<file path="src/rtl/pcg32_stream_gen_if.sv">
// Handshake bundle for pcg32_stream_gen: seed request channel, enable gate
// and the back-pressured output word channel.
interface pcg32_stream_gen_if #(
  parameter int OUT_W = 8
) ();
  logic             enable;
  logic             seed_valid;
  logic             seed_ready;
  logic [63:0]      seed_state;
  logic [62:0]      seed_seq;
  logic             out_valid;
  logic             out_ready;
  logic [OUT_W-1:0] out_data;
  logic             busy;

  // Generator side
  modport master (
    input  enable, seed_valid, seed_state, seed_seq, out_ready,
    output seed_ready, out_valid, out_data, busy
  );

  // Consumer / seed-source side
  modport slave (
    output enable, seed_valid, seed_state, seed_seq, out_ready,
    input  seed_ready, out_valid, out_data, busy
  );
endinterface

</file>
<file path="src/rtl/pcg32_stream_gen.sv">
// PCG-XSH-RR random word source: 64-bit LCG state, 32-bit permuted output,
// canonical two-step seeding, runtime stream select and valid/ready output.
module pcg32_stream_gen #(
  parameter int          OUT_W        = 8,
  parameter logic [63:0] MULT         = 64'h5851F42D4C957F2D,
  parameter logic [63:0] DEFAULT_SEED = 64'd42,
  parameter logic [62:0] DEFAULT_SEQ  = 63'd54
) (
  input  logic             clk,
  input  logic             rst_n,
  pcg32_stream_gen_if.master bus
);

  typedef enum logic [1:0] {
    SEED0 = 2'd0,
    SEED1 = 2'd1,
    SEED2 = 2'd2,
    RUN   = 2'd3
  } fsm_e;

  fsm_e             fsm_r;
  logic [63:0]      state_r;
  logic [63:0]      inc_r;
  logic [63:0]      seed_reg_r;
  logic             out_valid_r;
  logic [OUT_W-1:0] out_data_r;
  logic             busy_r;
  logic             seed_ready_r;

  logic [63:0]      step_s;
  logic [31:0]      word_s;
  logic             seed_acc_s;
  logic             gen_s;
  logic             drain_s;

  function automatic logic [63:0] lcg_step(input logic [63:0] s, input logic [63:0] inc);
    return (s * MULT) + inc;
  endfunction

  // rot == 0 leaves xs untouched: the left shift by (-0)&31 = 0 just ORs xs with itself.
  function automatic logic [31:0] pcg_out32(input logic [63:0] s);
    logic [31:0] xs;
    logic [4:0]  rot;
    xs  = 32'(((s >> 18) ^ s) >> 27);
    rot = s[63:59];
    return (xs >> rot) | (xs << ((5'd0 - rot) & 5'd31));
  endfunction

  assign step_s     = lcg_step(state_r, inc_r);
  assign word_s     = pcg_out32(state_r);
  assign seed_acc_s = bus.seed_valid && seed_ready_r;
  assign gen_s      = bus.enable && (!out_valid_r || bus.out_ready);
  assign drain_s    = out_valid_r && bus.out_ready;

  // Seeding sequencer, LCG state and output word register.
  always_ff @(posedge clk or negedge rst_n) begin
    if (!rst_n) begin
      fsm_r        <= SEED0;
      state_r      <= 64'd0;
      inc_r        <= {DEFAULT_SEQ, 1'b1};
      seed_reg_r   <= DEFAULT_SEED;
      out_valid_r  <= 1'b0;
      out_data_r   <= '0;
      busy_r       <= 1'b1;
      seed_ready_r <= 1'b0;
    end else begin
      case (fsm_r)
        SEED0: begin
          state_r <= step_s;
          fsm_r   <= SEED1;
        end
        SEED1: begin
          state_r <= state_r + seed_reg_r;
          fsm_r   <= SEED2;
        end
        SEED2: begin
          state_r      <= step_s;
          fsm_r        <= RUN;
          busy_r       <= 1'b0;
          seed_ready_r <= 1'b1;
        end
        RUN: begin
          // A reseed wins over generation and discards any pending word.
          if (seed_acc_s) begin
            state_r      <= 64'd0;
            inc_r        <= {bus.seed_seq, 1'b1};
            seed_reg_r   <= bus.seed_state;
            out_valid_r  <= 1'b0;
            fsm_r        <= SEED0;
            busy_r       <= 1'b1;
            seed_ready_r <= 1'b0;
          end else if (gen_s) begin
            out_data_r  <= word_s[31 -: OUT_W];
            state_r     <= step_s;
            out_valid_r <= 1'b1;
          end else if (drain_s) begin
            out_valid_r <= 1'b0;
          end else begin
            out_valid_r <= out_valid_r;
          end
        end
        default: begin
          fsm_r        <= SEED0;
          state_r      <= 64'd0;
          out_valid_r  <= 1'b0;
          busy_r       <= 1'b1;
          seed_ready_r <= 1'b0;
        end
      endcase
    end
  end

  assign bus.out_valid  = out_valid_r;
  assign bus.out_data   = out_data_r;
  assign bus.busy       = busy_r;
  assign bus.seed_ready = seed_ready_r;

endmodule

</file>
<file path="src/flat_wrapper.sv">
// flat-port wrapper written by rule: the top's interface ports become plain ports
module pcg32_stream_gen_flat 
#(
  parameter int          OUT_W        = 8,
  parameter logic [63:0] MULT         = 64'h5851F42D4C957F2D,
  parameter logic [63:0] DEFAULT_SEED = 64'd42,
  parameter logic [62:0] DEFAULT_SEQ  = 63'd54
)
  (clk, rst_n, bus_enable, bus_seed_valid, bus_seed_state, bus_seed_seq, bus_out_ready, bus_seed_ready, bus_out_valid, bus_out_data, bus_busy);
  pcg32_stream_gen_if #(.OUT_W(OUT_W)) bus_i ();
  input  logic clk;
  input  logic rst_n;
  input wire logic [$bits(bus_i.enable)-1:0] bus_enable;
  input wire logic [$bits(bus_i.seed_valid)-1:0] bus_seed_valid;
  input wire logic [$bits(bus_i.seed_state)-1:0] bus_seed_state;
  input wire logic [$bits(bus_i.seed_seq)-1:0] bus_seed_seq;
  input wire logic [$bits(bus_i.out_ready)-1:0] bus_out_ready;
  output wire logic [$bits(bus_i.seed_ready)-1:0] bus_seed_ready;
  output wire logic [$bits(bus_i.out_valid)-1:0] bus_out_valid;
  output wire logic [$bits(bus_i.out_data)-1:0] bus_out_data;
  output wire logic [$bits(bus_i.busy)-1:0] bus_busy;
  assign bus_i.enable = bus_enable;
  assign bus_i.seed_valid = bus_seed_valid;
  assign bus_i.seed_state = bus_seed_state;
  assign bus_i.seed_seq = bus_seed_seq;
  assign bus_i.out_ready = bus_out_ready;
  assign bus_seed_ready = bus_i.seed_ready;
  assign bus_out_valid = bus_i.out_valid;
  assign bus_out_data = bus_i.out_data;
  assign bus_busy = bus_i.busy;
  pcg32_stream_gen #(.OUT_W(OUT_W), .MULT(MULT), .DEFAULT_SEED(DEFAULT_SEED), .DEFAULT_SEQ(DEFAULT_SEQ)) u_core (.clk(clk), .rst_n(rst_n), .bus(bus_i));
endmodule
</file>
<file path="config.mk">
export PLATFORM = sky130hd
export DESIGN_NAME = pcg32_stream_gen_flat
export DESIGN_NICKNAME = d
export VERILOG_FILES = /design/src/rtl/pcg32_stream_gen_if.sv /design/src/rtl/pcg32_stream_gen.sv /design/src/flat_wrapper.sv
export SDC_FILE = /design/constraint.sdc
export NUM_CORES = 2
export LEC_CHECK = 0
export ABC_CLOCK_PERIOD_IN_PS = 15300
export BUFFER_PORTS_ARGS = -buffer_cell sky130_fd_sc_hd__buf_4
export CAP_MARGIN = 10
export CORE_MARGIN = 2
export CORE_UTILIZATION = 29
export DETAILED_ROUTE_END_ITERATION = 16
export PLACE_DENSITY = 0.54
export SYNTH_ARGS = -nofsm -noshare
export SYNTH_HDL_FRONTEND = slang
export SYNTH_SLANG_ARGS = --single-unit
</file>
<file path="constraint.sdc">
create_clock -name clk -period 15.3 [get_ports clk]
set_clock_uncertainty 0.2 [all_clocks]
set_input_delay 3.06 -clock clk [delete_from_list [all_inputs] [get_ports clk]]
set_output_delay 3.06 -clock clk [all_outputs]
set_load 0.03 [all_outputs]
</file>
Word-level counts from Yosys, hierarchy flattened
Cells that the tools add are included.
Storage, ports and cells
  input bits: 132
  logic and storage cells: 47
  output and inout port bits: 11
  register bits after elaboration: 204
Operators by class
  multipliers: 1
  add/sub/neg operators: 3
  bitwise operators: 3
  shift operators: 2
  reductions and logical operators: 13
  mux-type cells: 12
  eq/ne operators: 5
Operators by type and width (count)
  64-bit one-hot mux with 3 select lines: 1
  64-bit adder: 2
  64-bit two-way mux: 2
  64-bit by 63-bit multiplier with 64-bit output (second input constant): 1
  46-bit by 59-bit bitwise XOR with 59-bit output: 1
  32-bit OR: 1
  32-bit by 5-bit left shift with 32-bit output: 1
  32-bit by 5-bit right shift with 32-bit output: 1
  2-bit one-hot mux with 4 select lines: 1
  2-bit AND reduction: 3
  1-bit two-way mux: 5
  1-bit by 5-bit subtractor with 5-bit output (first input constant): 1
  2-bit == test (second input constant): 2
  1-bit one-hot mux with 2 select lines: 2
  1-bit logical AND: 3
  3-bit by 1-bit inequality test with 1-bit output (second input constant): 1
  3-bit AND reduction: 1
  3-bit nonzero test: 1
  2-bit by 1-bit == test with 1-bit output (second input constant): 1
  2-bit logical NOT: 1
  2-bit two-way mux: 1
  2-bit by 1-bit inequality test with 1-bit output (second input constant): 1
  2-bit nonzero test: 1
  2-bit OR reduction: 1
  3 further kinds: 3

Longest topological paths before layout
  depth in word-level cells: 6
  gate-level depth with buffers: 32
  depth with buffers taken out: 31

Worst setup path before layout
Ideal clock, no wire load.
  path kind: register to register
  start: register u_core.state_r[15]
  end: register u_core.state_r[60]
  setup time: 0.142 ns
  clock period less this slack: 8.418 ns
  cell stages (with the launch flop): 28
  slack: 6.882 ns
  data required time: 14.958 ns
  arrival: 8.076 ns
  path buffers: 1
  path through: dfrtp_1 > inv_1 > fa_1 > fa_1 > fa_1 > inv_1 > fa_1 > fa_1 > inv_1 > fa_1 > inv_1 > fa_1 > fa_1 > fa_1 > inv_1 > fa_1 > inv_1 > ha_1 > clkbuf_2 > and3_1 > nand4_1 > or3_1 > o21a_1 > o221a_2 > o41ai_4 > mux2_2 > nand2_1 > a32oi_1
On the way
  word-level cells in the longest chain between the ends: 5
  elaborated cells on any way between the ends: 6
  classes of those cells: add/sub (2); mul (1); mux (3)
RTL lines
  start, declared: line pcg32_stream_gen.sv:22  | logic [63:0] state_r;
  start signal, assigned: line pcg32_stream_gen.sv:69  | state_r <= step_s;
  start signal, assigned: line pcg32_stream_gen.sv:73  | state_r <= state_r + seed_reg_r;
  start signal, assigned: line pcg32_stream_gen.sv:77  | state_r <= step_s;
  64-bit by 63-bit multiplier with 64-bit output: line pcg32_stream_gen.sv:37  | return (s * MULT) + inc;
  64-bit adder: line pcg32_stream_gen.sv:37
  64-bit two-way mux: line pcg32_stream_gen.sv:92  | end else if (gen_s) begin
  64-bit two-way mux: line pcg32_stream_gen.sv:84  | if (seed_acc_s) begin
  64-bit one-hot mux with 3 select lines (*): line pcg32_stream_gen.sv:67  | case (fsm_r)
Mark *: on every way between the ends. The rest lies on a longest branch, timed or not. The select of a mux whose other input is x is not followed.
A chain may end at the register's enable or synchronous reset.

Worst setup path in the final report
  start: register u_core.state_r[15]
  end: register u_core.state_r[42]
The elaborated chain is that of the path after synthesis.

==> results.yml <==
floorplan:
  chipWidth_um: 412
  io_pins: 143
  die_y_um: 412
  die_area_um2: 170000
  rows: 149
  start_util: 0.292
  fp.coreArea_um2: 165000
final_layout:
  antenna_cells: 0
  multi_input_area_um2: 37900
  area.sequential_um2: 5120
  num-fill-cells: 17176
  layout-drive-gt1-share: 0.0893
  area_delta_synth_final_pct: 9.89
  fin_nets: 6610
timing:
  hold_ws_ns: 0.267
  setup-violations-final: 0
  relSlewSlack: 0.192
  setup_slack_ns: 4.88
  slew_viol_final: 0
  max_freq_ghz: 0.0960
  hold_viol_final: 0
  max_slew.worst_pin.slew_ns: 1.21
  fin_tns_setup_ns: 0
  rsz0062_at_grt: "false"
  finalCritPeriodShare: 0.681
  fin_crit_ns: 10.42
logic_synthesis:
  ys_async_sr_fraction: 1.00
  synth.avg_cell_area_um2: 10.2
  synth_ff_type: "dfrtp_1"
  ys_seq_area_frac: 0.106
  synth_cell_types: 81
  yosysTopAreaCellShare: 0.398
  synthTopCellsByArea: "fa_1 (40%), ha_1 (18%), dfrtp_1 (10%)"
  synth.largest_area_cell: "fa_1"
  synth-edff-count: 0
  mappedNetlistArea_um2: 48300
  syn-num-nets: 6499
  postSynthRegisterBits: 204
  synthCells: 4727
  yosys_warnings: 0
critical_path:
  crit_required_ns: 15.56
  crit_fanout: 15
  rr_endpoint: "u_core.state_r[42]"
  critical_path_class: "register to register"
  reg2reg_slack_ns: 4.88
  cp-start-kind: "register"
  crit_path_start: "u_core.state_r[15]"
  reg2reg_depth: 27
  endpoint_kind: "register"
  critPathArrivalTime_ns: 10.68
  crit_end: "u_core.state_r[42]"
  r2r-start: "u_core.state_r[15]"
routing:
  postRouteAntennaNets: 0
  drtIter0Drc: 2880
  vias: 34343
  vias_per_cell: 4.87
  avgRoutedWirePerCell_um: 25.5
  wirelength_um: 179000
  drc: 0
  drt_pre_antenna_iters: 6
cts:
  post_cts_buffers: 0
  cts_tree: "built"
  cts_buffer_depth: 3
  cts-root-buf: "clkbuf_16"
  holdBufCountCts: 0
  insertion_delay_ns: 0.65
  cts_resized: 0
  path_clk_slew_ns: 0.07
  cts_htree_levels: 1
  cts_sinks: 204
  cts_made_buffers: 28
placement:
  pre_cts_ws_ns: 4.99
  gp_congestion: 1.00
  dp_hpwl_um: 155000
  io_buffers: 142
job:
  maxCapViolCount: 0
grt:
  grt_overflow: 0
  grt_first_pass_wirelength_um: 263000
  grt_use_total: 0.215
  grt_antenna_before_repair: 2
  grt_pass1_vias: 37208
  grt_max_degree: 87
worst_hold_path:
  hp-start: "u_core.bus.busy"
  hp-class: "register to register"
run_status:
  outcome: "finished, final reports clean"
## how the worst min path moves through the flow
stage                            end  depth (start not counted)  slack, ns
floorplan           u_core.inc_r[10]                          1       0.28
global placement     u_core.bus.busy                          2       0.26
detailed placement   u_core.bus.busy                          2       0.26
CTS                  u_core.bus.busy                          2       0.27
global route         u_core.bus.busy                          2       0.30
finish               u_core.bus.busy                          2       0.27
## area by class of cell
type	instances	area share
tap	2189	0.0516
sequential	204	0.0964
clock inverter	18	0.00401
clock buffer	34	0.0140
multi-input combinational	3112	0.714
timing repair buffer	197	0.0280
inverter	1295	0.0916
## cell usage after synthesis, types with 13 or more instances
library cell  instances
o21a_1               17
o21ai_0             106
nor3_1               25
clkbuf_1             95
nand4_1              39
inv_1              1294
a31oi_1              14
fa_1                961
nand2_1             133
nor2b_1              18
a211oi_1             23
a21oi_1             195
nand3_1              33
buf_2                13
a21o_1               64
o21bai_1             23
xnor2_1             138
dfrtp_1             196
a221oi_1             45
ha_1                679
mux2i_1              30
nor2_1              168
o211ai_1             18
mux2_2              133
xor2_1               62
## cell families after synthesis
logic type	count (synthesis)	share of synthesized area
flip-flops	204	0.106
AND/OR/NAND/NOR	478	0.0457
AO/OA/AOI/OAI	619	0.0848
multiplexers	175	0.0428
XOR/XNOR	200	0.0363
buffers and inverters	1411	0.110
adder cells (fa/ha/maj)	1640	0.574
## worst max-delay path: stages (launching register included)
cell and delay (ns):
dfrtp_1 1.00, inv_1 0.20, fa_1 0.66, fa_1 0.54, fa_1 0.51, inv_1 0.05
fa_1 0.48, fa_1 0.50, inv_1 0.05, fa_1 0.47, inv_1 0.06, fa_1 0.48
fa_1 0.52, fa_1 0.49, inv_1 0.05, fa_1 0.51, inv_1 0.07, ha_1 0.43
a21oi_1 0.48, o21a_1 0.20, o221ai_1 0.11, a221oi_1 0.31, o21a_1 0.32, o21ai_0 0.20
a21oi_1 0.22, xnor2_1 0.08, a221oi_1 0.85, a21oi_1 0.18
## per-stage QoR
stage,util,cell area (um^2),std cells
global placement,0.315,52100,6997
finish,0.321,53100,7049
detailed placement,0.315,52100,6997
global route,0.321,53100,7049
CTS,0.321,53100,7049
floorplan,-,48300,4727
## placed cells by master, fill, tap and decap left out, types with 8 or more instances in the layout
cell	n
inv_1	1294
fa_1	961
ha_1	678
buf_4	196
a21oi_1	195
dfrtp_1	194
nor2_1	166
xnor2_1	137
mux2_2	133
nand2_1	133
o21ai_0	106
a21o_1	64
xor2_1	62
a221oi_1	45
nand4_1	39
nand3_1	32
mux2i_1	30
clkbuf_16	28
nor3_1	25
a211oi_1	23
o21bai_1	23
o211ai_1	18
nor2b_1	18
o21a_1	17
a31oi_1	14
mux4_2	12
a21boi_0	11
and2_1	9
nor4_1	9
a22oi_1	9
dfstp_2	8
## registers in the layout, indices dropped and copies added (netlist names)
signal and flops:
u_core.bus.seed_ready 1, u_core.bus.busy 1, u_core.fsm_r 2, u_core.bus.out_data 8
u_core.bus.out_valid 1, u_core.inc_r 63, u_core.state_r 64, u_core.seed_reg_r 64
## metal layers
layer  global-route usage  vias to the layer above  wire (um)
li1                     -                    15114          -
met1                0.305                    17919      81400
met2                0.337                     1108      80300
met3               0.0329                      202      11100
met4               0.0652                        0       6630
met5                    0                        -          0
Power is not shown: default switching activity piles up to over one toggle a cycle in this logic, so the estimate is an artifact.
